===== config.mk =====
export PLATFORM = sky130hd
export DESIGN_NAME = acc_writeback_flat
export DESIGN_NICKNAME = d
export VERILOG_FILES = /design/src/rtl/acc_writeback_if.sv /design/src/rtl/acc_writeback.sv /design/src/flat_wrapper.sv
export SDC_FILE = /design/constraint.sdc
export NUM_CORES = 1
export LEC_CHECK = 0
export ABC_AREA = 1
export CAP_MARGIN = 20
export CORE_MARGIN = 5
export CORE_UTILIZATION = 45
export CTS_BUF_LIST = sky130_fd_sc_hd__clkbuf_8
export CTS_CLUSTER_SIZE = 40
export DETAILED_ROUTE_END_ITERATION = 16
export PLACE_DENSITY = 0.88
export SETUP_SLACK_MARGIN = 0.05
export SYNTH_ARGS = -nofsm -noshare
export SYNTH_HDL_FRONTEND = slang
export SYNTH_SLANG_ARGS = --single-unit

===== constraint.sdc =====
create_clock -name clk -period 4.4 [get_ports clk]
set_input_delay 0.66 -clock clk [delete_from_list [all_inputs] [get_ports clk]]
set_output_delay 0.66 -clock clk [all_outputs]
set_load 0.01 [all_outputs]

===== src/rtl/acc_writeback_if.sv =====
// acc_writeback_if: bundles the two handshaked buses around the writeback stage.
//   Upstream beat   : in_valid/in_ready plus the instruction payload
//                     (is_a, imm, alu_o, alu_ng, alu_zr, dest, jmp).
//   Memory write    : mem_wr_valid/mem_wr_ready plus mem_wr_addr/mem_wr_data.
// Modports:
//   slave  - the writeback stage (consumes beats, produces memory writes)
//   master - the environment (ALU stage and RAM port)
interface acc_writeback_if #(
   parameter int WIDTH = 16
) ();
   logic             in_valid;
   logic             in_ready;
   logic             is_a;
   logic [WIDTH-2:0] imm;
   logic [WIDTH-1:0] alu_o;
   logic             alu_ng;
   logic             alu_zr;
   logic [2:0]       dest;
   logic [2:0]       jmp;
   logic             mem_wr_valid;
   logic             mem_wr_ready;
   logic [WIDTH-1:0] mem_wr_addr;
   logic [WIDTH-1:0] mem_wr_data;

   modport slave (
      input  in_valid, is_a, imm, alu_o, alu_ng, alu_zr, dest, jmp, mem_wr_ready,
      output in_ready, mem_wr_valid, mem_wr_addr, mem_wr_data
   );

   modport master (
      output in_valid, is_a, imm, alu_o, alu_ng, alu_zr, dest, jmp, mem_wr_ready,
      input  in_ready, mem_wr_valid, mem_wr_addr, mem_wr_data
   );
endinterface


===== src/rtl/acc_writeback.sv =====
// acc_writeback: retire stage after the 16-bit ALU.
// Updates the A/D accumulators, registers the ALU flags, evaluates the jump
// condition and issues memory writes over a valid/ready handshake. While a
// write is outstanding the stage stalls upstream by dropping in_ready.
// Ports:
//   clk, rst      - clock, asynchronous active-high reset
//   bus (slave)   - upstream beat handshake + payload, memory write handshake
//   a_reg, d_reg  - accumulators feeding the ALU
//   flag_ng/zr    - flags of the last compute instruction
//   jump_taken    - one-cycle pulse when the retired instruction jumps
//   jump_target   - A value (before the instruction) used as jump target
//   retired       - wrapping count of accepted instructions
module acc_writeback #(
   parameter int WIDTH = 16,
   parameter int CNT_W = 16
) (
   input  logic              clk,
   input  logic              rst,
   acc_writeback_if.slave    bus,
   output logic [WIDTH-1:0]  a_reg,
   output logic [WIDTH-1:0]  d_reg,
   output logic              flag_ng,
   output logic              flag_zr,
   output logic              jump_taken,
   output logic [WIDTH-1:0]  jump_target,
   output logic [CNT_W-1:0]  retired
);

   typedef enum logic {IDLE, WR_WAIT} state_t;

   state_t           state_q, state_d;
   logic [WIDTH-1:0] a_q, a_d;
   logic [WIDTH-1:0] d_q, d_d;
   logic             ng_q, ng_d;
   logic             zr_q, zr_d;
   logic             jt_q, jt_d;
   logic [WIDTH-1:0] jtgt_q, jtgt_d;
   logic             wv_q, wv_d;
   logic [WIDTH-1:0] wa_q, wa_d;
   logic [WIDTH-1:0] wd_q, wd_d;
   logic [CNT_W-1:0] ret_q, ret_d;
   logic             cond;

   // Flags are taken verbatim from the ALU; gt is "neither negative nor zero".
   assign cond = (bus.jmp[2] & bus.alu_ng) |
                 (bus.jmp[1] & bus.alu_zr) |
                 (bus.jmp[0] & ~bus.alu_ng & ~bus.alu_zr);

   always_comb begin
      state_d = state_q;
      a_d     = a_q;
      d_d     = d_q;
      ng_d    = ng_q;
      zr_d    = zr_q;
      jt_d    = 1'b0;        // jump_taken is a single-cycle pulse
      jtgt_d  = jtgt_q;
      wv_d    = wv_q;
      wa_d    = wa_q;
      wd_d    = wd_q;
      ret_d   = ret_q;
      case (state_q)
         IDLE: begin
            if (bus.in_valid) begin
               ret_d = ret_q + 1'b1;
               if (bus.is_a) begin
                  a_d = {1'b0, bus.imm};
               end else begin
                  if (bus.dest[2]) a_d = bus.alu_o;
                  if (bus.dest[1]) d_d = bus.alu_o;
                  ng_d   = bus.alu_ng;
                  zr_d   = bus.alu_zr;
                  jt_d   = cond;
                  // Address and target use A as it was before this instruction.
                  jtgt_d = a_q;
                  if (bus.dest[0]) begin
                     wa_d    = a_q;
                     wd_d    = bus.alu_o;
                     wv_d    = 1'b1;
                     state_d = WR_WAIT;
                  end
               end
            end
         end
         WR_WAIT: begin
            if (bus.mem_wr_ready) begin
               wv_d    = 1'b0;
               state_d = IDLE;
            end
         end
         default: state_d = IDLE;
      endcase
   end

   always_ff @(posedge clk or posedge rst) begin
      if (rst) begin
         state_q <= IDLE;
         a_q     <= '0;
         d_q     <= '0;
         ng_q    <= 1'b0;
         zr_q    <= 1'b0;
         jt_q    <= 1'b0;
         jtgt_q  <= '0;
         wv_q    <= 1'b0;
         wa_q    <= '0;
         wd_q    <= '0;
         ret_q   <= '0;
      end else begin
         state_q <= state_d;
         a_q     <= a_d;
         d_q     <= d_d;
         ng_q    <= ng_d;
         zr_q    <= zr_d;
         jt_q    <= jt_d;
         jtgt_q  <= jtgt_d;
         wv_q    <= wv_d;
         wa_q    <= wa_d;
         wd_q    <= wd_d;
         ret_q   <= ret_d;
      end
   end

   assign bus.in_ready     = (state_q == IDLE);
   assign bus.mem_wr_valid = wv_q;
   assign bus.mem_wr_addr  = wa_q;
   assign bus.mem_wr_data  = wd_q;
   assign a_reg            = a_q;
   assign d_reg            = d_q;
   assign flag_ng          = ng_q;
   assign flag_zr          = zr_q;
   assign jump_taken       = jt_q;
   assign jump_target      = jtgt_q;
   assign retired          = ret_q;

endmodule

===== src/flat_wrapper.sv =====
// flat-port wrapper written by rule: the top's interface ports become plain ports
module acc_writeback_flat 
#(
   parameter int WIDTH = 16,
   parameter int CNT_W = 16
)
  (clk, rst, a_reg, d_reg, flag_ng, flag_zr, jump_taken, jump_target, retired, bus_in_valid, bus_is_a, bus_imm, bus_alu_o, bus_alu_ng, bus_alu_zr, bus_dest, bus_jmp, bus_mem_wr_ready, bus_in_ready, bus_mem_wr_valid, bus_mem_wr_addr, bus_mem_wr_data);
  acc_writeback_if #(.WIDTH(WIDTH)) bus_i ();
  input  logic clk;
  input  logic rst;
  output logic [WIDTH-1:0] a_reg;
  output logic [WIDTH-1:0] d_reg;
  output logic flag_ng;
  output logic flag_zr;
  output logic jump_taken;
  output logic [WIDTH-1:0] jump_target;
  output logic [CNT_W-1:0] retired;
  input wire logic [$bits(bus_i.in_valid)-1:0] bus_in_valid;
  input wire logic [$bits(bus_i.is_a)-1:0] bus_is_a;
  input wire logic [$bits(bus_i.imm)-1:0] bus_imm;
  input wire logic [$bits(bus_i.alu_o)-1:0] bus_alu_o;
  input wire logic [$bits(bus_i.alu_ng)-1:0] bus_alu_ng;
  input wire logic [$bits(bus_i.alu_zr)-1:0] bus_alu_zr;
  input wire logic [$bits(bus_i.dest)-1:0] bus_dest;
  input wire logic [$bits(bus_i.jmp)-1:0] bus_jmp;
  input wire logic [$bits(bus_i.mem_wr_ready)-1:0] bus_mem_wr_ready;
  output wire logic [$bits(bus_i.in_ready)-1:0] bus_in_ready;
  output wire logic [$bits(bus_i.mem_wr_valid)-1:0] bus_mem_wr_valid;
  output wire logic [$bits(bus_i.mem_wr_addr)-1:0] bus_mem_wr_addr;
  output wire logic [$bits(bus_i.mem_wr_data)-1:0] bus_mem_wr_data;
  assign bus_i.in_valid = bus_in_valid;
  assign bus_i.is_a = bus_is_a;
  assign bus_i.imm = bus_imm;
  assign bus_i.alu_o = bus_alu_o;
  assign bus_i.alu_ng = bus_alu_ng;
  assign bus_i.alu_zr = bus_alu_zr;
  assign bus_i.dest = bus_dest;
  assign bus_i.jmp = bus_jmp;
  assign bus_i.mem_wr_ready = bus_mem_wr_ready;
  assign bus_in_ready = bus_i.in_ready;
  assign bus_mem_wr_valid = bus_i.mem_wr_valid;
  assign bus_mem_wr_addr = bus_i.mem_wr_addr;
  assign bus_mem_wr_data = bus_i.mem_wr_data;
  acc_writeback #(.WIDTH(WIDTH), .CNT_W(CNT_W)) u_core (.clk(clk), .rst(rst), .bus(bus_i), .a_reg(a_reg), .d_reg(d_reg), .flag_ng(flag_ng), .flag_zr(flag_zr), .jump_taken(jump_taken), .jump_target(jump_target), .retired(retired));
endmodule

# Word-level counts from Yosys, hierarchy flattened
# Index checks and enable logic that the tools add are counted.
[word_totals]
regBits = 101
out_inout_bits = 101
wordCells = 48
in_bits = 44
[op_classes]
reduce_logical = 7
n_addsub = 1
eq_ne = 4
mux = 15
bitwise_logic = 10
[ops]
columns = ["cell", "count"]
rows = [
  ["2-to-1 mux 16 bit", 2],
  ["adder 16 x 1 -> 16 bit, second input constant", 1],
  ["AND reduction 4 bit", 3],
  ["2-to-1 mux 1 bit", 11],
  ["!= test 2 bit, second input constant", 4],
  ["AND reduction 3 bit", 2],
  ["bitwise AND 1 bit", 4],
  ["NOT 1 bit", 4],
  ["case mux 1 bit (2 select lines)", 2],
  ["OR 1 bit", 2],
  ["AND reduction 2 bit", 1],
  ["nonzero test 2 bit", 1],
]

# Longest topological paths before layout
# Gate-level depths: netlist (run 1).
[logic_depth]
ltp_word = 7
depth_mapped = 8
mapped_depth_nobuf = 8

# Worst setup path before layout (run 1)
# No wires, ideal clock.
[synth_timing]
path_kind = "input-to-reg"
startpoint = "input port bus_in_valid"
endpoint = "register u_core.wa_q[0] (netlist: u_core.bus.mem_wr_addr[0])"
cell_stages = 7
path_buffers = 2
arrival_time_ns = 1.299
setup_time_ns = 0.118
slack_ns = 2.983
path_cell_list = "nand2_4 > nor2_4 > nand2_2 > buf_6 > buf_6 > nand2_1 > o21ai_2"
[synth_between]
elab_chain_cells = 1
[synth_lines]
columns = ["element", "line_no", "text"]
rows = [
  ["start: declaration", "flat_wrapper.sv:18", "input wire logic [$bits(bus_i.in_valid)-1:0] bus_in_valid;"],
  ["AND reduction 4 bit (no source line)", "--", ""],
  ["end signal: assignment", "acc_writeback.sv:116", "wa_q <= wa_d;"],
  ["end: declaration", "acc_writeback.sv:39", "logic [WIDTH-1:0] wa_q, wa_d;"],
]
# Every way passes these cells.
# A chain may end at the register's enable or synchronous reset.

# Final worst setup path (run 1)
# Ends and elaborated chain as after synthesis.

==> impl_results.md, run 1 <==
- Most frequent cells in the layout: 144 x clkdlybuf4s50_1, 114 x nand2_1, 101 x dfrtp_1
- Final non-filler cell area: 5830 sq um
- Pwr dens: 461 nW/um^2
- Final HPWL DP: 8.49 mm
- Met2 usage: between 30% and 40%
- Final Hold Fails: 0
- CP Capture Type: flip-flop
- Final #Nets: between 600 and 700
- Sequential-to-total area share from yosys stat: 60.9%
- Met1 Use GR: 25.7%
- Mux share of post-synthesis cell area: 0%
- CP max FO: 41
- TritonCTS clock tree: yes
- ANT nets after route: 0
- Leakage: 2.73 nW
- TritonCTS Sinks: about 100
- Synth Area in Simple Gates: 14.3%
- Filler Cells Inserted: 740
- Die extent in x: 106 um
- Post-Route WL: 11.3 mm
- Max-cap viol count: 0
- Final setup fails: 0
- Via count of the first global-routing pass: 3,506
- Distinct cells, synth: 25
- Maximum vdd ir drop: 0.000233 V
- Number of H-tree levels: 3
- Period utilisation layout: roughly half
- CP Launch Point: bus_in_valid
- Reg-to-reg startpoint: u_core.state_q$_DFF_PP0_
- Compound-Gate Fraction of Synth Area: about 14%
- Worst Hold Depth: 2
- Area grow syn2layout: 40.6%
- Post-synthesis instance area: 4150 sq um
- Crit-path slowest cell: nand2_2
- Most Crowded Layer GR: met2
- Hold WC Path Type: flip-flop to flip-flop
- Die height: about 110 um
- Initial Util: approximately 46%
- Hold_buf cts: 0
- Synth Area in XOR/XNOR: 2.32%
- Hold path startpoint: u_core.jump_target[14]$_DFFE_PP0P_
- R2r setup slk: 2.48 ns
- PostCTS Resize Cnt: 0
- Sequential Area: 2530 sq um
- Ratio of cells with drive above 1 in the final layout: 7.12%
- Vias post-DR: around 3,500
- IO Port Bufs: 144
- Clock Tree Buf Depth: 2
- Reg2reg end: u_core.bus.mem_wr_data[2]$_DFFE_PP0P_
- Iteration count of the initial detailed-routing pass: 4
- Synthesis Warnings: 0
- Core Box Area: 9110 sq um
- Total power: 2.69 mW
- Critical path launch point type: primary input
- RSZ-0062 raised after global routing: false
- Syn Nets: 478
- WP data required: 4.70 ns
- Reg2reg path depth: 7
- Min-Delay Endpoint: u_core.jump_target[14]$_DFFE_PP0P_
- Clk Latency, worst-skew pair: 0.37 ns
- Post-DP Area: 5630 sq um
- Synth Flop Type: dfrtp_1
- CP Cell Sequence: clkdlybuf4s50_1, nand2_4, nor2_4, nand2_2, buf_4, nand2_1, o21ai_2
- Initial antenna violation count: 0
- Most common cell after layout, fill and taps aside: clkdlybuf4s50_1
- Number of CTS-inserted buffers: 9
- Synth area leader: dfrtp_1
- Ys async rst share: 100%
- Total negative slack: 0 ns
- Clk slew on worst S/H paths: 0.11 ns
- Cells after synthesis: roughly 430
- # DRC: 0
- Largest family of logic cells by synthesized area: compound AO/OA/AOI/OAI gates
- Met3 usage: 5.71%
- Root buf cell: clkbuf_8
- Top cells by area, synth: dfrtp_1 61%, nand2_1 10%, o21ai_0 5.8%
- Least-Margin Pin Slew: between 1 and 1.5 ns
- Drt wl/cell: 16.4 um
- Synthesized area per cell: 9.58 sq um
- Total gr overflow: 0
- GRT Total Usage: 20.4%
- Largest net degree at the start of global routing: 76
- IO Pins: 145
- Via density: between 5 and 6
- Routability cong.: 0.805
- Adder-cell share of the synthesized area: 0.302%
- First-pass GRT wire length: 18.1 mm
- DIE AREA: 11,200 sq um
- Starting DRT DRC Count: 128
- Yosys reg bits: 101
- Clock skew: 0.0164 ns
- Normalized max-slew margin: 29.9%
- Row count: 35
- Synth top area share: between 60% and 70%
- Crit Path Category: primary input to flip-flop
- Final worst path period need: ~2.2 ns
- Final Max Slew Viols: 0
- Ant diodes: 0
- Post-synth EDFFs: 0
- CP max stage delay: 0.57 ns
- Fmax: 445 MHz
- CP arrival: around 2.6 ns
- Status: complete, no violations
- Setup repair bufs after CTS: 0
- Multi-input gate area: around 1300 sq um
-- power by group --
part	total (mW)	switching, mW	internal, mW
combinational	0.817	0.368	0.449
clock	0.616	0.332	0.284
sequential	1.25	0.138	1.12
total	2.69	0.838	1.85
-- cell families after synthesis --
family,after synthesis
and+or+nand+nor,146
AOI/OAI and AO/OA,101
DFF,101
buffers and inverters,73
xor gates and xnor gates,11
adders and majority gates,1
-- through the flow --
stage,setup slack [ns],hold WS [ns],std cells,util (%)
4_1_cts,2.15,0.495,687,64.0
6_report,2.15,0.494,687,64.0
2_1_floorplan,1.09,0.509,433,-
3_3_place_gp,1.83,0.466,671,61.8
3_5_place_dp,1.76,0.472,671,61.8
5_1_grt,2.01,0.513,687,64.0
-- worst max path at each step --
| stage | end | slack [ns] | cells past startpoint |
|---|---|---|---|
| 2_1_floorplan | u_core.a_reg[0]$_DFFE_PP0P_ | 1.09 | 1 |
| 3_3_place_gp | u_core.bus.mem_wr_data[1]$_DFFE_PP0P_ | 1.83 | 7 |
| 3_5_place_dp | u_core.bus.mem_wr_addr[0]$_DFFE_PP0P_ | 1.76 | 7 |
| 4_1_cts | u_core.bus.mem_wr_data[2]$_DFFE_PP0P_ | 2.15 | 7 |
| 5_1_grt | u_core.bus.mem_wr_data[11]$_DFFE_PP0P_ | 2.01 | 7 |
| 6_report | u_core.bus.mem_wr_addr[0]$_DFFE_PP0P_ | 2.15 | 7 |
-- metal layers --
| metal | vias to the layer above | wire length (um) |
|---|---|---|
| li1 | 1653 | - |
| met1 | 1694 | 4890 |
| met2 | 109 | 5510 |
| met3 | 16 | 765 |
| met4 | 0 | 121 |
| met5 | - | 0 |
-- layout make-up --
class,instances,area share [%]
clock buffer,10,2.36
multi-input combinational,259,22.2
inverter,54,3.52
sequential,101,43.3
tap,111,2.38
clock inverter,6,1.18
timing repair buffer,146,25.0
-- cells in the mapped netlist, types with 2 or more instances --
| cell type | count |
|---|---|
| nor2_2 | 2 |
| nand2_2 | 2 |
| dfrtp_1 | 101 |
| o21ai_2 | 14 |
| o21ai_1 | 23 |
| nand2_1 | 114 |
| o211ai_1 | 15 |
| nor3_1 | 2 |
| clkbuf_1 | 5 |
| inv_1 | 52 |
| xnor2_1 | 3 |
| buf_6 | 5 |
| buf_2 | 8 |
| inv_2 | 2 |
| nand3_1 | 9 |
| xor2_1 | 8 |
| nor2_1 | 13 |
| o21ai_0 | 48 |
-- critical path: cells and delay by family --
family          cells  cell delay, ns
buf+inv             2            0.87
compound gates      1            0.08
simple gates        4            0.93
No activity file was read; power rests on OpenSTA's default activity.
==> run 2: changes to the inputs <==
- CORE_UTILIZATION: 45 -> 42
- PLACE_DENSITY: 0.88 -> 0.86
- clock period: 4.4 -> 1.88 ns (I/O delays scaled with it)
==> run 2 against run 1 <==
  * Combinational power is 140% higher
  * Non-clock buffer count increased by 7
  * Via count barely moved
  * Power increased by 130%
  * Sequential power grew 130%
  * Highest routed layer unchanged
  * Die area is 6.5% higher
==> impl_results.md, run 2 (synthesized netlist as in run 1, its figures left out) <==
- Status: complete, no violations (unchanged)
- Pwr dens: 1040 nW/um^2 (was 461 nW/um^2)
- Final #Nets: 623 (was 616)
- Hold WC Path Type: primary input to async pin (was flip-flop to flip-flop)
- Crit Path Category: flip-flop to primary output (was primary input to flip-flop)
- Initial Util: 42.8% (was 45.5%)
- Leakage: 2.77 nW (was 2.73 nW)
- RSZ-0062 raised after global routing: false (unchanged)
- Die extent in x: 109 um (was 106 um)
- Number of CTS-inserted buffers: 9 (unchanged)
- Hold_ws: 0.441 ns (was 0.494 ns)
- Root buf cell: clkbuf_8 (unchanged)
- Met3 usage: 4.58% (was 5.71%)
- Period utilisation layout: between 80 and 90%
- Largest net degree at the start of global routing: 102 (was 76)
- Via count of the first global-routing pass: 3,572 (was 3,506)
- Routability cong.: 0.813 (was 0.805)
- IO Port Bufs: 144 (unchanged)
- Final Worst Setup Slack: 0.229 ns (was 2.15 ns)
- DIE AREA: 12,000 sq um (was 11,200 sq um)
- CP Capture Type: primary output (was flip-flop)
- ANT nets after route: 0 (unchanged)
- First-pass GRT wire length: 17.9 mm (was 18.1 mm)
- Ant diodes: 0 (unchanged)
- Most frequent cells in the layout: 144 x clkdlybuf4s50_1, 114 x nand2_1, 101 x dfrtp_1 (unchanged)
- CP arrival: 1.37 ns (was 2.55 ns)
- CP max FO: 3 (was 41)
- Final Max Slew Viols: 0 (unchanged)
- Most Crowded Layer GR: met2 (unchanged)
- Clock skew: 0.0128 ns (was 0.0164 ns)
- # DRC: 0 (unchanged)
- Reg-to-reg startpoint: u_core.retired[1]$_DFFE_PP0P_ (was u_core.state_q$_DFF_PP0_)
- Total gr overflow: 0 (unchanged)
- IO Pins: 145 (unchanged)
- Clk slew on worst S/H paths: 0.10 ns (was 0.11 ns)
- Hold_buf cts: 0 (unchanged)
- Setup repair bufs after CTS: 0 (unchanged)
- Number of H-tree levels: 3 (unchanged)
- Clock Tree Buf Depth: 2 (unchanged)
- Final setup fails: 0 (unchanged)
- Row count: 36 (was 35)
- Max-cap viol count: 0 (unchanged)
- Met2 usage: 32.3% (was 35.0%)
- Drt wl/cell: 15.6 um (was 16.4 um)
- Met1 Use GR: 25.4% (was 25.7%)
- Post-Route WL: 11.2 mm (was 11.3 mm)
- WP data required: 1.60 ns (was 4.70 ns)
- GRT Total Usage: 19.3% (was 20.4%)
- Starting DRT DRC Count: 234 (was 128)
- Ratio of cells with drive above 1 in the final layout: 8.23% (was 7.12%)
- PostCTS Resize Cnt: 0 (unchanged)
- Via density: 4.84 (was 5.05)
- TritonCTS Sinks: 101 (unchanged)
- Clk Latency, worst-skew pair: 0.35 ns (was 0.37 ns)
- Sequential Area: 2530 sq um (unchanged)
- Vias post-DR: 3,469 (was 3,472)
- Most common cell after layout, fill and taps aside: clkdlybuf4s50_1 (unchanged)
- Maximum vdd ir drop: 0.000745 V (was 0.000233 V)
- Total power: 6.19 mW (was 2.69 mW)
- Critical path launch point type: flip-flop (was primary input)
- Initial antenna violation count: 0 (unchanged)
- Normalized max-slew margin: 65.5% (was 29.9%)
- Area grow syn2layout: 43.7% (was 40.6%)
- Final worst path period need: 1.65 ns
- Least-Margin Pin Slew: 0.517 ns (was 1.05 ns)
- Core Box Area: 9680 sq um (was 9110 sq um)
- CP Launch Point: u_core.state_q$_DFF_PP0_ (was bus_in_valid)
- Iteration count of the initial detailed-routing pass: 4 (unchanged)
- Multi-input gate area: 1300 sq um (unchanged)
- Final HPWL DP: 8.41 mm (was 8.49 mm)
- Fmax: ~610 MHz
- Final Hold Fails: 0 (unchanged)
- Total negative slack: 0 ns (unchanged)
- Worst slack, placed: 0.229 ns (was 1.76 ns)
- TritonCTS clock tree: yes (unchanged)
- Filler Cells Inserted: 818 (was 740)
- Die height: 109 um (was 106 um)
## run 2: path summary, 6_finish.rpt
kind                                                    endpoint  slack [ns]  depth (start not counted)
max                                                 bus_in_ready        0.23                          2
min                        u_core.bus.mem_wr_data[3]$_DFFE_PP0P_        0.44                          3
max reg2reg                       u_core.retired[14]$_DFFE_PP0P_        0.46                          6
min reg2reg                u_core.bus.mem_wr_addr[0]$_DFFE_PP0P_        0.49                          2
max in group asynchronous  u_core.bus.mem_wr_addr[7]$_DFFE_PP0P_        1.06                          3
min in group clk           u_core.bus.mem_wr_addr[0]$_DFFE_PP0P_        0.49                          2
## run 2: per-stage QoR
step / utilization (%) / cells / instance area (sq um)
6_report: 61.6 / 716 / 5960
5_1_grt: 61.6 / 716 / 5960
4_1_cts: 61.6 / 716 / 5960
3_5_place_dp: 59.6 / 700 / 5770
3_3_place_gp: 59.6 / 700 / 5770
2_1_floorplan: - / 433 / 4150
## run 2: per-layer routing
metal	vias up	part of all wire (%)
met5	-	0
met4	0	0.83
met3	6	6.8
met2	118	49
met1	1678	44
li1	1667	-
## run 2: worst max-delay path, stage by stage (launching register included)
cell and delay [ns]:
dfrtp_1 0.40, inv_2 0.09, clkdlybuf4s50_1 0.54
## run 2: layout make-up
class	count	share of cell area, %
clock buffer	10	2.31
clock inverter	6	0.923
inverter	54	3.46
multi-input combinational	259	21.8
sequential	101	42.4
tap	133	2.79
timing repair buffer	153	26.4
## run 2: where the power goes
part	leakage [nW]	switching [mW]	internal [mW]
clock network	0.0929	0.770	0.544
registers	1.27	0.314	2.61
logic	1.41	0.870	1.08
total	2.77	1.95	4.23
==> run 3: changes to the inputs <==
- SLEW_MARGIN: unset -> 20
==> results of run 3 <==
The final DEF is identical to that of run 2; final timing and power are the same.
